### config.mk
export PLATFORM = sky130hd
export DESIGN_NAME = count_seq_ctrl
export DESIGN_NICKNAME = d
export VERILOG_FILES = /design/src/rtl/count_seq_ctrl.sv
export SDC_FILE = /design/constraint.sdc
export NUM_CORES = 1
export LEC_CHECK = 0
export BUFFER_PORTS_ARGS = -buffer_cell sky130_fd_sc_hd__buf_2
export CAP_MARGIN = 20
export CORE_MARGIN = 10
export CORE_UTILIZATION = 55
export CTS_CLUSTER_SIZE = 12
export DETAILED_ROUTE_END_ITERATION = 10
export GPL_TIMING_DRIVEN = 0
export PLACE_DENSITY = 0.78
export REMOVE_ABC_BUFFERS = 1
export SLEW_MARGIN = 20
export SYNTH_ARGS = -nofsm -noshare
export SYNTH_HDL_FRONTEND = slang
export SYNTH_SLANG_ARGS = --single-unit
### constraint.sdc
create_clock -name clock -period 6.8 [get_ports clock]
set_clock_uncertainty 0.1 [all_clocks]
set_input_delay 0.34 -clock clock [delete_from_list [all_inputs] [get_ports clock]]
set_output_delay 0.34 -clock clock [all_outputs]
set_load 0.005 [all_outputs]
### src/rtl/count_seq_ctrl.sv
// Command sequencer for a WIDTH-bit terminal counter with pause and abort.
// Optional periodic reload mode is enabled by defining COUNT_SEQ_CTRL_RELOAD_EN.
module count_seq_ctrl #(
  parameter int WIDTH = 4
) (
  input  logic             clock,
  input  logic             reset,
  input  logic             cmd_valid,
  output logic             cmd_ready,
  input  logic [WIDTH-1:0] cmd_limit,
  input  logic             cmd_down,
`ifdef COUNT_SEQ_CTRL_RELOAD_EN
  input  logic             cmd_periodic,
`endif
  input  logic             pause,
  input  logic             abort,
  output logic [WIDTH-1:0] count,
  output logic             busy,
  output logic             tc
);

  typedef enum logic [1:0] {
    ST_IDLE = 2'd0,
    ST_RUN  = 2'd1,
    ST_HOLD = 2'd2,
    ST_DONE = 2'd3
  } state_t;

  localparam logic [WIDTH-1:0] ZERO_V = {WIDTH{1'b0}};
  localparam logic [WIDTH-1:0] ONE_V  = WIDTH'(1);

  state_t           state_r, state_nxt_s;
  logic [WIDTH-1:0] count_r, count_nxt_s;
  logic [WIDTH-1:0] limit_r, limit_nxt_s;
  logic             down_r, down_nxt_s;
  logic             tc_r, tc_nxt_s;
  logic             busy_r, ready_r;
  logic             periodic_s, periodic_nxt_s;
  logic [WIDTH-1:0] terminal_s, start_s, stepped_s;

  // One count step toward the terminal value in the given direction.
  function automatic logic [WIDTH-1:0] step_val(input logic [WIDTH-1:0] v,
                                                input logic dn);
    if (dn) begin
      step_val = v - ONE_V;
    end else begin
      step_val = v + ONE_V;
    end
  endfunction

`ifdef COUNT_SEQ_CTRL_RELOAD_EN
  logic periodic_r;

  // Periodic flag register, latched with the command.
  always_ff @(posedge clock) begin
    if (reset) begin
      periodic_r <= 1'b0;
    end else begin
      periodic_r <= periodic_nxt_s;
    end
  end

  assign periodic_s = periodic_r;
`else
  assign periodic_s = 1'b0;
`endif

  assign terminal_s = down_r ? ZERO_V : limit_r;
  assign start_s    = down_r ? limit_r : ZERO_V;
  assign stepped_s  = step_val(count_r, down_r);

  // State and datapath register bank.
  always_ff @(posedge clock) begin
    if (reset) begin
      state_r <= ST_IDLE;
      count_r <= ZERO_V;
      limit_r <= ZERO_V;
      down_r  <= 1'b0;
      tc_r    <= 1'b0;
      busy_r  <= 1'b0;
      ready_r <= 1'b1;
    end else begin
      state_r <= state_nxt_s;
      count_r <= count_nxt_s;
      limit_r <= limit_nxt_s;
      down_r  <= down_nxt_s;
      tc_r    <= tc_nxt_s;
      busy_r  <= (state_nxt_s != ST_IDLE);
      ready_r <= (state_nxt_s == ST_IDLE);
    end
  end

  // Next-state and datapath update; priority is abort over pause over step.
  always_comb begin
    state_nxt_s    = state_r;
    count_nxt_s    = count_r;
    limit_nxt_s    = limit_r;
    down_nxt_s     = down_r;
    tc_nxt_s       = 1'b0;
    periodic_nxt_s = periodic_s;
    case (state_r)
      ST_IDLE: begin
        if (cmd_valid) begin
          limit_nxt_s = cmd_limit;
          down_nxt_s  = cmd_down;
`ifdef COUNT_SEQ_CTRL_RELOAD_EN
          periodic_nxt_s = cmd_periodic;
`else
          periodic_nxt_s = 1'b0;
`endif
          if (cmd_limit == ZERO_V) begin
            // Zero limit is terminal immediately; periodic mode keeps running.
            count_nxt_s = ZERO_V;
            tc_nxt_s    = 1'b1;
            state_nxt_s = periodic_nxt_s ? ST_RUN : ST_DONE;
          end else begin
            count_nxt_s = cmd_down ? cmd_limit : ZERO_V;
            state_nxt_s = ST_RUN;
          end
        end else begin
          state_nxt_s = ST_IDLE;
        end
      end
      ST_RUN: begin
        if (abort) begin
          state_nxt_s = ST_IDLE;
        end else if (pause) begin
          state_nxt_s = ST_HOLD;
        end else if (count_r == terminal_s) begin
          // Only reachable in periodic mode: reload the start value.
          if (periodic_s) begin
            count_nxt_s = start_s;
            tc_nxt_s    = (start_s == terminal_s);
            state_nxt_s = ST_RUN;
          end else begin
            state_nxt_s = ST_DONE;
          end
        end else begin
          count_nxt_s = stepped_s;
          if (stepped_s == terminal_s) begin
            tc_nxt_s    = 1'b1;
            state_nxt_s = periodic_s ? ST_RUN : ST_DONE;
          end else begin
            state_nxt_s = ST_RUN;
          end
        end
      end
      ST_HOLD: begin
        if (abort) begin
          state_nxt_s = ST_IDLE;
        end else if (!pause) begin
          state_nxt_s = ST_RUN;
        end else begin
          state_nxt_s = ST_HOLD;
        end
      end
      ST_DONE: begin
        state_nxt_s = ST_IDLE;
      end
      default: begin
        state_nxt_s = ST_IDLE;
        count_nxt_s = ZERO_V;
      end
    endcase
  end

  assign count     = count_r;
  assign tc        = tc_r;
  assign busy      = busy_r;
  assign cmd_ready = ready_r;

endmodule
Yosys cells after proc, flatten, opt, wreduce, memory -nomap -nowiden:

Cells that the tools add are included.

* flip-flop bits (word level): 14
* latch bits: 0
* memory bits (writable): 0
* memory bits (read-only): 0
* bits of input ports: 10
* output and inout port bits: 7
* logic and storage cells: 50
* memories kept: 0

* add/sub/neg operators: 2
* multipliers: 0
* div/mod/pow operators: 0
* $lt $le $gt $ge: 0
* equal/unequal tests: 9
* shift-type cells: 0
* multiplexer cells: 25
* bitwise operators: 0
* reduce and logical (&&, ||, !) cells: 7

Operator list (count)
* $mux W4: 8
* $mux W2: 8
* $eq A4 B4 Y1: 2
* $ne A2 B2 Y1 const B: 4
* $pmux W2 S4: 1
* $pmux W4 S2: 1
* $mux W1: 6
* $reduce_and A5 Y1: 1
* $add A4 B1 Y4 const B: 1
* $eq A2 B2 Y1 const B: 2
* $logic_not A2 Y1: 2
* $logic_not A4 Y1: 1
* $reduce_bool A2 Y1: 2
* $sub A4 B1 Y4 const B: 1
* $eq A2 B1 Y1 const B: 1
* $pmux W1 S2: 1
* $reduce_and A2 Y1: 1

Depth between registers and ports, before layout:

Gate-level depths: netlist (run 1).

* depth after elaboration: 9
* gate-level depth with buffers: 8
* depth with buffers taken out: 7

Worst setup path after synthesis (run 1):

OpenSTA, ideal clock, no wires.

* kind: flip-flop to flip-flop
* start point: register count_r[0] (netlist: count[0])
* end point: register tc_r (netlist: tc)
* library setup time: 0.079 ns
* data arrival time: 2.087 ns
* path slack: 4.534 ns
* cell stages (with the launch flop): 8
* buffers on the path: 0
* period minus slack after synthesis: 2.266 ns
* path through: dfxtp_1 > inv_1 > fa_1 > xnor2_1 > or3_1 > a31oi_4 > nand4_1 > a211oi_2

* cells in the longest elaborated chain, start to end: 8

Ends and longest elaborated chain
* from (decl): RTL line 33 `logic [WIDTH-1:0] count_r, count_nxt_s;`
* from (signal assigned): RTL line 84 `count_r <= count_nxt_s;`
* $add A4 B1 Y4 or $sub A4 B1 Y4 (tied branches): RTL line 47, 45
* $mux W4: RTL line 44 `if (dn) begin`
* $eq A4 B4 Y1: RTL line 140 `if (stepped_s == terminal_s) begin`
* $mux W1: RTL line 140
* $mux W1 (*): RTL line 129 `end else if (count_r == terminal_s) begin`
* $mux W1 (*): RTL line 127 `end else if (pause) begin`
* $mux W1 (*): RTL line 125 `if (abort) begin`
* $pmux W1 S2 (*): RTL line 101 `case (state_r)`
* to (signal assigned): RTL line 87 `tc_r <= tc_nxt_s;`
* to (decl): RTL line 36 `logic tc_r, tc_nxt_s;`

Every way passes the cells marked *; elsewhere a longest branch is shown, timed or not.
A chain may end at the register's enable or synchronous reset.

Worst setup path in the final report (run 1):

* start point: register down_r
* end point: register tc_r (netlist: tc)

* cells in the longest elaborated chain, start to end: 7

Ends and longest elaborated chain
* from (decl): RTL line 35 `logic down_r, down_nxt_s;`
* from (signal assigned): RTL line 86 `down_r <= down_nxt_s;`
* $mux W4, on equally long branches: RTL line 44, 68
* $eq A4 B4 Y1: RTL line 140
* $mux W1: RTL line 140
* $mux W1 (*): RTL line 129
* $mux W1 (*): RTL line 127
* $mux W1 (*): RTL line 125
* $pmux W1 S2 (*): RTL line 101

Marked as above.

==> results of run 1 <==
## where the power goes
part / switching [mW] / leakage, nW / internal [mW]
Sequential: 0.00896 / 0.115 / 0.0880
Clock: 0.0275 / 0.0210 / 0.0326
Combinational: 0.0348 / 0.317 / 0.0308
## routing by layer
metal  wire [um]  track usage
met4          53       0.0503
met5           0            0
met2        1130        0.210
met1        1070        0.136
met3          98       0.0341
## area by class of cell
type,count,area share
Multi-Input combinational cell,96,0.599
Tap cell,25,0.0281
Inverter,5,0.0168
Sequential cell,14,0.251
Timing Repair Buffer,16,0.0718
Clock buffer,4,0.0325
## cells by family after synthesis
logic type | share of synthesized area
AOI/OAI and AO/OA | 0.220
xor gates and xnor gates | 0.0823
adders and majority gates | 0.0456
buffers and inverters | 0.0405
DFF | 0.284
and+or+nand+nor | 0.328
## layout by cell type, fill, tap and decap left out, drive strengths merged, types with 2 or more instances in the layout
cell	n
ha	2
nand2	16
xnor2	2
nand3b	2
nor2	6
xor2	2
a31oi	2
o21ai	3
dfxtp	14
nand4	2
and2b	2
nand2b	6
nor3	5
o31ai	2
a21oi	12
nor4	4
xnor3	2
or2	2
clkbuf	4
buf	16
a211oi	2
a21o	2
nand3	4
inv	5
## registers in the layout, summed over array words and instances (netlist names)
| signal | count |
|---|---|
| count | 4 |
| cmd_ready | 1 |
| limit_r | 4 |
| tc | 1 |
| down_r | 1 |
| busy | 1 |
| state_r | 2 |
## worst min-delay path, stage by stage
cell,delay [ns]
buf_2,0.12
nand2_1,0.05
a21oi_1,0.05
## path summary, 6_finish.rpt
check                                   from    endpoint  slack, ns  depth (start not counted)
worst max register to register        down_r          tc       4.18                          7
worst max-delay path                  down_r          tc       4.18                          7
worst min register to register    limit_r[2]  limit_r[2]       0.41                          2
worst min-delay path            cmd_limit[1]  limit_r[1]       0.22                          3
## stage by stage
stage,cell area [um^2],setup slack [ns],util
6_report,1110,4.18,0.653
5_1_grt,1110,4.07,0.653
4_1_cts,1110,4.16,0.653
3_5_place_dp,1080,4.22,0.632
3_3_place_gp,1080,4.26,0.632
2_1_floorplan,967,4.50,-
==> impl_metrics.env, run 1 <==
export IMPL_status="completed"
export IMPL_ant_nets=0
export IMPL_cts_hold_fix_buffers=0
export IMPL_slew_headroom=0.663
export IMPL_layout_min_cycle_time_ns=2.62
export IMPL_cts_buffers=3
export IMPL_hold_ws_ns=0.216
export IMPL_syn_avg_cell_area_um2=8.38
export IMPL_finalSetupViolations=0
export IMPL_clkTransAtPathRegs_ns=0.09
export IMPL_cp_start_kind="register"
export IMPL_port_buffers=16
export IMPL_via_per_inst=5.87
export IMPL_place_congestion=0.861
export IMPL_yosysTopAreaCellShare=0.284
export IMPL_end_kind="register"
export IMPL_powerDensity_mw_per_mm2=200
export IMPL_root_buffer="clkbuf_4"
export IMPL_clk_latency_ns=0.28
export IMPL_instances_no_fill=160
export IMPL_nets=149
export IMPL_path_max_fanout=14
export IMPL_yosysWarningCount=0
export IMPL_area_delta_synth_final_pct=12.8
export IMPL_synth_top_area_cell="dfxtp_1"
export IMPL_cts_sinks=14
export IMPL_cap_violations=0
export IMPL_antenna_found_initial=0
export IMPL_crit_path_top_delay_cell="dfxtp_1"
export IMPL_grt_pass1_vias=914
export IMPL_power_mw=0.223
export IMPL_crit_arrival_ns=2.74
export IMPL_pin_count=17
export IMPL_ys_seq_area_frac=0.284
export IMPL_tightest_slew_ns=0.501
export IMPL_synth_ff_type="dfxtp_1"
export IMPL_p_leak_nw=0.453
export IMPL_hold_path_class="in -> reg"
export IMPL_synth_most_common_cell="nand2_1"
export IMPL_initial_utilization=0.579
export IMPL_multi_input_area_um2=668
export IMPL_ys_types=48
export IMPL_firstDrtPassIters=4
export IMPL_die_h_um=62.4
export IMPL_tritoncts="yes"
export IMPL_synth_common_cells="nand2_1 (16), dfxtp_1 (14), a21oi_1 (12)"
export IMPL_post_route_period_util=0.386
export IMPL_syn_cell_area_um2=988
export IMPL_synth_edf_count=0
export IMPL_cts_resized=0
export IMPL_drv_slew=0
export IMPL_die_w_um=62.4
export IMPL_cts_max_path_buffers=2
export IMPL_synth_area_leaders="dfxtp_1 (28%), a21oi_1 (6.1%), nand2_1 (6.1%)"
export IMPL_drcViolationCount=0
export IMPL_wl_um=2350
export IMPL_critPathBufInv=1
export IMPL_grt_pass1_wl_um=4030
export IMPL_drt_wirelength_per_cell_um=14.7
export IMPL_crit_family="flip-flops"
export IMPL_synthArstFlopShare=0
export IMPL_rsz0062_at_grt="no"
export IMPL_grt_usage=0.122
export IMPL_htreeDepth=1
export IMPL_synth_seq_cells=14
export IMPL_drt_initial_drc_count=12
export IMPL_rows=15
export IMPL_die_area_mm2=0.00389
export IMPL_fillerInstances=160
export IMPL_post_cts_buffers=0
export IMPL_fin_tns_setup_ns=0
export IMPL_overflow=0
export IMPL_grt_max_degree=15
export IMPL_place_inst=156
export IMPL_clock_fmax_mhz=381
export IMPL_dpl_hpwl_um=1850
export IMPL_seq_area_um2=280
export IMPL_path_class="reg -> reg"
export IMPL_max_stage_delay_ns=0.61
export IMPL_coreArea_mm2=0.00171
export IMPL_hold_viol=0
export IMPL_antennaDiodeCount=0
export IMPL_cp_required_ns=6.91
export IMPL_ir_worst_vdd_mv=0.152
export IMPL_vias=939
export IMPL_synth_cells=118
export IMPL_path_cells="inv_1 -> fa_1 -> xnor2_1 -> or3_1 -> a31oi_4 -> nand4_1 -> a211oi_2"
export IMPL_drive_above_1_share=0.222
Power figures use the tool's default switching activity.
==> inputs of run 2 (changes only) <==
--- a/config.mk
+++ b/config.mk
@@ -5,14 +5,15 @@
 export SDC_FILE = /design/constraint.sdc
 export NUM_CORES = 1
 export LEC_CHECK = 0
+export ABC_AREA = 1
 export BUFFER_PORTS_ARGS = -buffer_cell sky130_fd_sc_hd__buf_2
 export CAP_MARGIN = 20
 export CORE_MARGIN = 10
-export CORE_UTILIZATION = 55
+export CORE_UTILIZATION = 53
 export CTS_CLUSTER_SIZE = 12
 export DETAILED_ROUTE_END_ITERATION = 10
 export GPL_TIMING_DRIVEN = 0
-export PLACE_DENSITY = 0.78
+export PLACE_DENSITY = 0.77
 export REMOVE_ABC_BUFFERS = 1
 export SLEW_MARGIN = 20
 export SYNTH_ARGS = -nofsm -noshare
==> constraint.sdc (replaced) <==
create_clock -name clock -period 2.47 [get_ports clock]
set_clock_uncertainty 0.1 [all_clocks]
set_input_delay 0.1235 -clock clock [delete_from_list [all_inputs] [get_ports clock]]
set_output_delay 0.1235 -clock clock [all_outputs]
set_load 0.005 [all_outputs]
==> impl_metrics.env, run 2 <==
export IMPL_cap_violations=0
export IMPL_cp_startpoint="down_r"
export IMPL_layout_commonest_cell="nand2_1"
export IMPL_postPlaceCellArea_um2=1000
export IMPL_fin_ws_ns=0.289
export IMPL_synth_cells=144
export IMPL_cp_required_ns=2.60
export IMPL_syn_cell_area_um2=916
export IMPL_clk_latency_ns=0.30
export IMPL_seq_area_um2=280
export IMPL_layout_min_cycle_time_ns=2.18
export IMPL_htreeDepth=1
export IMPL_drcViolationCount=0
export IMPL_status="completed"
export IMPL_area_delta_synth_final_pct=14.2
export IMPL_hold_viol=0
export IMPL_synth_ff_type="dfxtp_1"
export IMPL_max_stage_delay_ns=0.50
export IMPL_r2r_slack_ns=0.29
export IMPL_cp_endpoint="busy"
export IMPL_syn_avg_cell_area_um2=6.36
export IMPL_slew_headroom=0.790
export IMPL_dpl_hpwl_um=1770
export IMPL_ys_types=27
export IMPL_postLayoutCoreUtil=0.663
export IMPL_nets=177
export IMPL_p_sw_mw=0.227
export IMPL_cts_buffers=3
export IMPL_die_w_um=61.6
export IMPL_cpMostUsedCell="nand2_1"
export IMPL_combPwrFrac=0.311
export IMPL_cts_max_path_buffers=2
export IMPL_antenna_found_initial=0
export IMPL_tightest_slew_ns=0.315
export IMPL_fin_tns_setup_ns=0
export IMPL_r2r_end="busy"
export IMPL_multi_input_area_um2=543
export IMPL_place_congestion=0.839
export IMPL_antennaDiodeCount=0
export IMPL_synth_area_leaders="dfxtp_1 (31%), nand2_1 (19%), inv_1 (6.6%)"
export IMPL_die_h_um=61.6
export IMPL_overflow=0
export IMPL_path_class="reg -> reg"
export IMPL_grt_pass1_vias=914
export IMPL_clkPwrFrac=0.274
export IMPL_synthArstFlopShare=0
export IMPL_final_cell_mix="nand2_1 (47), inv_1 (16), nor2_1 (16), buf_2 (16), dfxtp_1 (14)"
export IMPL_rsz0062_at_grt="no"
export IMPL_cts_sinks=14
export IMPL_port_buffers=16
export IMPL_path_max_fanout=12
export IMPL_ir_worst_vdd_mv=0.421
export IMPL_fillerInstances=151
export IMPL_synth_top_area_cell="dfxtp_1"
export IMPL_r2r_cells=12
export IMPL_synth_edf_count=0
export IMPL_initial_utilization=0.581
export IMPL_clock_fmax_mhz=458
export IMPL_yosysWarningCount=0
export IMPL_firstDrtPassIters=4
export IMPL_hold_start="cmd_limit[2]"
export IMPL_ys_seq_area_frac=0.306
export IMPL_r2r_start="down_r"
export IMPL_pin_count=17
export IMPL_post_route_period_util=0.883
export IMPL_power_internal_mw=0.412
export IMPL_post_cts_buffers=0
export IMPL_ant_nets=0
export IMPL_clkTransAtPathRegs_ns=0.10
export IMPL_grt_pass1_wl_um=3720
export IMPL_grt_usage=0.128
export IMPL_tritoncts="yes"
export IMPL_grt_max_degree=13
export IMPL_synth_common_cells="nand2_1 (47), inv_1 (16), nor2_1 (16)"
export IMPL_powerDensity_mw_per_mm2=611
export IMPL_cts_resized=0
export IMPL_wl_um=2250
export IMPL_seqPwrFrac=0.415
export IMPL_root_buffer="clkbuf_4"
export IMPL_drive_above_1_share=0.202
export IMPL_hold_path_class="in -> reg"
export IMPL_end_kind="register"
export IMPL_path_cells="inv_2 -> fa_1 -> nand3b_1 -> nand2_1 -> nand2_1 -> nor2_1 -> nand3_1 -> nand2_1 -> nand2_1 -> nand3_1 -> nand2_1 -> nand2_1"
export IMPL_via_per_inst=5.54
export IMPL_rows=14
export IMPL_stdcell_area_mm2=0.00105
export IMPL_p_leak_nw=0.562
export IMPL_yosysTopAreaCellShare=0.306
export IMPL_cp_start_kind="register"
export IMPL_finalSetupViolations=0
export IMPL_synth_most_common_cell="nand2_1"
export IMPL_drt_initial_drc_count=35
export IMPL_coreArea_mm2=0.00158
export IMPL_power_mw=0.639
export IMPL_drv_slew=0
export IMPL_swShare=0.355
export IMPL_die_area_mm2=0.00379
export IMPL_crit_path_top_delay_cell="fa_1"
export IMPL_drt_wirelength_per_cell_um=12.6
export IMPL_crit_arrival_ns=2.31
export IMPL_synth_seq_cells=14
export IMPL_vias=992
export IMPL_dp_worst_setup_slack_ns=0.318
==> run 2: changes by cell type after synthesis, sizes merged, moves of 3 or more <==
cell | before | now
nand2 | 16 | 51
o21ai | 3 | 8
nor2 | 6 | 18
nand2b | 6 | 0
inv | 5 | 17
nand3 | 4 | 12
nor4 | 4 | 0
a21oi | 12 | 7
nor3 | 5 | 2
==> run 2: worst min path at each step <==
stage	end	slack, ns	cells past startpoint
floorplan	limit_r[1]	0.10	1
global placement	limit_r[1]	0.23	2
detailed placement	limit_r[1]	0.24	2
CTS	limit_r[0]	0.04	3
global route	limit_r[0]	0.08	3
finish	limit_r[2]	0.04	3
==> run 2: timing repair <==
| item | in CTS | in global routing |
|---|---|---|
| setup endpoints to repair | 0 | 0 |
| endpoints found under the hold margin | 1 | 0 |
| hold buffers | 1 | 0 |
==> run 2: power by group through the flow <==
stage / logic (mW) / registers, mW / clock network [mW]
6_report: 0.198 / 0.265 / 0.175
3_3_place_gp: 0.190 / 0.270 / 0
2_1_floorplan: 0.143 / 0.268 / 0
3_5_place_dp: 0.197 / 0.270 / 0
4_1_cts: 0.199 / 0.265 / 0.174
5_1_grt: 0.226 / 0.269 / 0.188
==> run 2: cell type report <==
| class | count | share of cell area |
|---|---|---|
| clock buffers | 4 | 0.0347 |
| inverters | 19 | 0.0730 |
| multi-input cells | 109 | 0.519 |
| flip-flops and latches | 14 | 0.268 |
| well taps | 16 | 0.0191 |
| repair buffers | 17 | 0.0861 |
==> run 2: routing by layer <==
metal	vias to the layer above	track usage	routed length, um
met5	-	0	0
met4	0	0.0541	47
met3	7	0.0391	204
met2	39	0.224	1080
met1	451	0.139	917
li1	495	-	-
==> run 2: cell families after synthesis <==
logic type,count (synthesis),synth area share
adder cells (fa/ha/maj),3,0.0492
AND/OR/NAND/NOR,88,0.428
buffers and inverters,21,0.101
flip-flops,14,0.306
AO/OA/AOI/OAI,18,0.116
==> run 2: worst max-delay path, delay by kind of cell (launching register included) <==
family / cells / cell delay, ns
and+or+nand+nor: 10 / 0.87
adders and majority gates: 1 / 0.50
DFF: 1 / 0.47
buffers and inverters: 1 / 0.18
==> run 2: metrics by stage <==
step / hold slack, ns / std cells
3_5_place_dp: 0.241 / 174
5_1_grt: 0.0801 / 179
4_1_cts: 0.0434 / 179
6_report: 0.0410 / 179
3_3_place_gp: 0.227 / 174
2_1_floorplan: 0.103 / 142
==> inputs of run 3 (changes only) <==
--- a/config.mk
+++ b/config.mk
@@ -6,12 +6,12 @@
 export NUM_CORES = 1
 export LEC_CHECK = 0
 export ABC_AREA = 1
-export BUFFER_PORTS_ARGS = -buffer_cell sky130_fd_sc_hd__buf_2
 export CAP_MARGIN = 20
 export CORE_MARGIN = 10
-export CORE_UTILIZATION = 53
+export CORE_UTILIZATION = 55
 export CTS_CLUSTER_SIZE = 12
 export DETAILED_ROUTE_END_ITERATION = 10
+export DONT_BUFFER_PORTS = 1
 export GPL_TIMING_DRIVEN = 0
 export PLACE_DENSITY = 0.77
 export REMOVE_ABC_BUFFERS = 1
==> impl_metrics.env, run 3 (synthesized netlist as in run 2, its figures left out) <==
export IMPL_top_usage_layer="met2"
export IMPL_status="completed"
export IMPL_hold_path_class="in -> reg"
export IMPL_area_delta_synth_final_pct=9.43
export IMPL_p_leak_nw=0.508
export IMPL_layout_commonest_cell="nand2_1"
export IMPL_layout_min_cycle_time_ns=2.22
export IMPL_clock_fmax_mhz=451
export IMPL_cp_start_kind="register"
export IMPL_hold_viol=0
export IMPL_grt_max_degree=13
export IMPL_post_cts_buffers=0
export IMPL_tritoncts="yes"
export IMPL_grt_usage=0.127
export IMPL_power_mw=0.574
export IMPL_fin_tns_setup_ns=0
export IMPL_wl_um=2200
export IMPL_clkTransAtPathRegs_ns=0.08
export IMPL_pin_count=17
export IMPL_hold_ws_ns=0.00379
export IMPL_drive_above_1_share=0.106
export IMPL_drv_slew=0
export IMPL_place_congestion=0.827
export IMPL_grt_pass1_vias=832
export IMPL_post_route_period_util=0.898
export IMPL_die_w_um=60.8
export IMPL_drt_wirelength_per_cell_um=13.2
export IMPL_end_kind="register"
export IMPL_final_cell_mix="nand2_1 (47), inv_1 (16), nor2_1 (16), dfxtp_1 (14), nand3_1 (11)"
export IMPL_nets=166
export IMPL_fin_ws_ns=0.251
export IMPL_met1_usage=0.144
export IMPL_firstDrtPassIters=4
export IMPL_finalSetupViolations=0
export IMPL_drcViolationCount=0
export IMPL_crit_arrival_ns=2.34
export IMPL_rsz0062_at_grt="no"
export IMPL_path_max_fanout=7
export IMPL_initial_utilization=0.594
export IMPL_coreArea_mm2=0.00154
export IMPL_cap_violations=0
export IMPL_met2_usage=0.211
export IMPL_port_buffers=0
export IMPL_vias=903
export IMPL_cts_buffers=3
export IMPL_dpl_hpwl_um=1780
export IMPL_antenna_found_initial=0
export IMPL_slew_headroom=0.799
export IMPL_grt_pass1_wl_um=3620
export IMPL_root_buffer="clkbuf_4"
export IMPL_htreeDepth=1
export IMPL_path_class="reg -> reg"
export IMPL_cp_required_ns=2.59
export IMPL_ir_worst_vdd_mv=0.432
export IMPL_cts_sinks=14
export IMPL_dp_worst_setup_slack_ns=0.269
export IMPL_cts_max_path_buffers=2
export IMPL_ant_nets=0
export IMPL_powerDensity_mw_per_mm2=573
export IMPL_cts_hold_fix_buffers=6
export IMPL_cts_resized=0
export IMPL_die_h_um=60.8
export IMPL_tightest_slew_ns=0.301
export IMPL_drt_initial_drc_count=28
export IMPL_rows=14
export IMPL_hold_depth=2
export IMPL_overflow=0
export IMPL_via_per_inst=5.41
export IMPL_met3_usage=0.0626
export IMPL_antennaDiodeCount=0
export IMPL_die_area_mm2=0.00370
export IMPL_clk_latency_ns=0.27
export IMPL_r2r_cells=12
## run 3: changes by cell type in the layout (fill, tap and decap cells not counted), sizes merged
| cell | previous run | this run |
|---|---|---|
| buf | 16 | 0 |
| clkbuf | 4 | 3 |
| dlygate4sd3 | 1 | 6 |
## run 3: area by class of cell
type | count | area, um^2
multi-input cells | 109 | 543
fillers | 135 | 539
flip-flops and latches | 14 | 280
inverters | 19 | 76.3
repair buffers | 6 | 60.1
clock buffers | 3 | 22.5
well taps | 16 | 20.0
## run 3: per-stage QoR
stage | instance area [um^2] | cells | utilization
finish | 1000 | 167 | 0.650
CTS | 1000 | 167 | 0.650
floorplan | 900 | 142 | -
global placement | 920 | 158 | 0.597
global route | 1000 | 167 | 0.650
detailed placement | 920 | 158 | 0.597
## run 3: final timing paths
check             startpoint         end  slack (ns)
setup / recovery    count[0]        busy        0.25
hold / removal         reset   cmd_ready       0.004
setup reg to reg    count[0]        busy        0.25
hold reg to reg   limit_r[3]  limit_r[3]        0.38
## run 3: layer usage
layer  up-vias  wire length [um]
met5         -                 0
met4         0                 8
met3         2               221
met2        31              1100
met1       397               868
li1        473                 -
## run 3: power breakdown
group,internal (mW),switching (mW)
sequential,0.246,0.0225
clock,0.0564,0.0672
combinational,0.0703,0.112
## run 3: worst max-delay path, stage by stage (launching register included)
cell      delay [ns]
dfxtp_1         0.48
inv_1           0.14
fa_1            0.52
nand3b_1        0.17
nand2_1         0.06
nand2_1         0.05
nor2_1          0.14
nand3_1         0.14
nand2_1         0.08
nand2_1         0.06
nand3_1         0.08
nand2_1         0.07
nand2_1         0.06
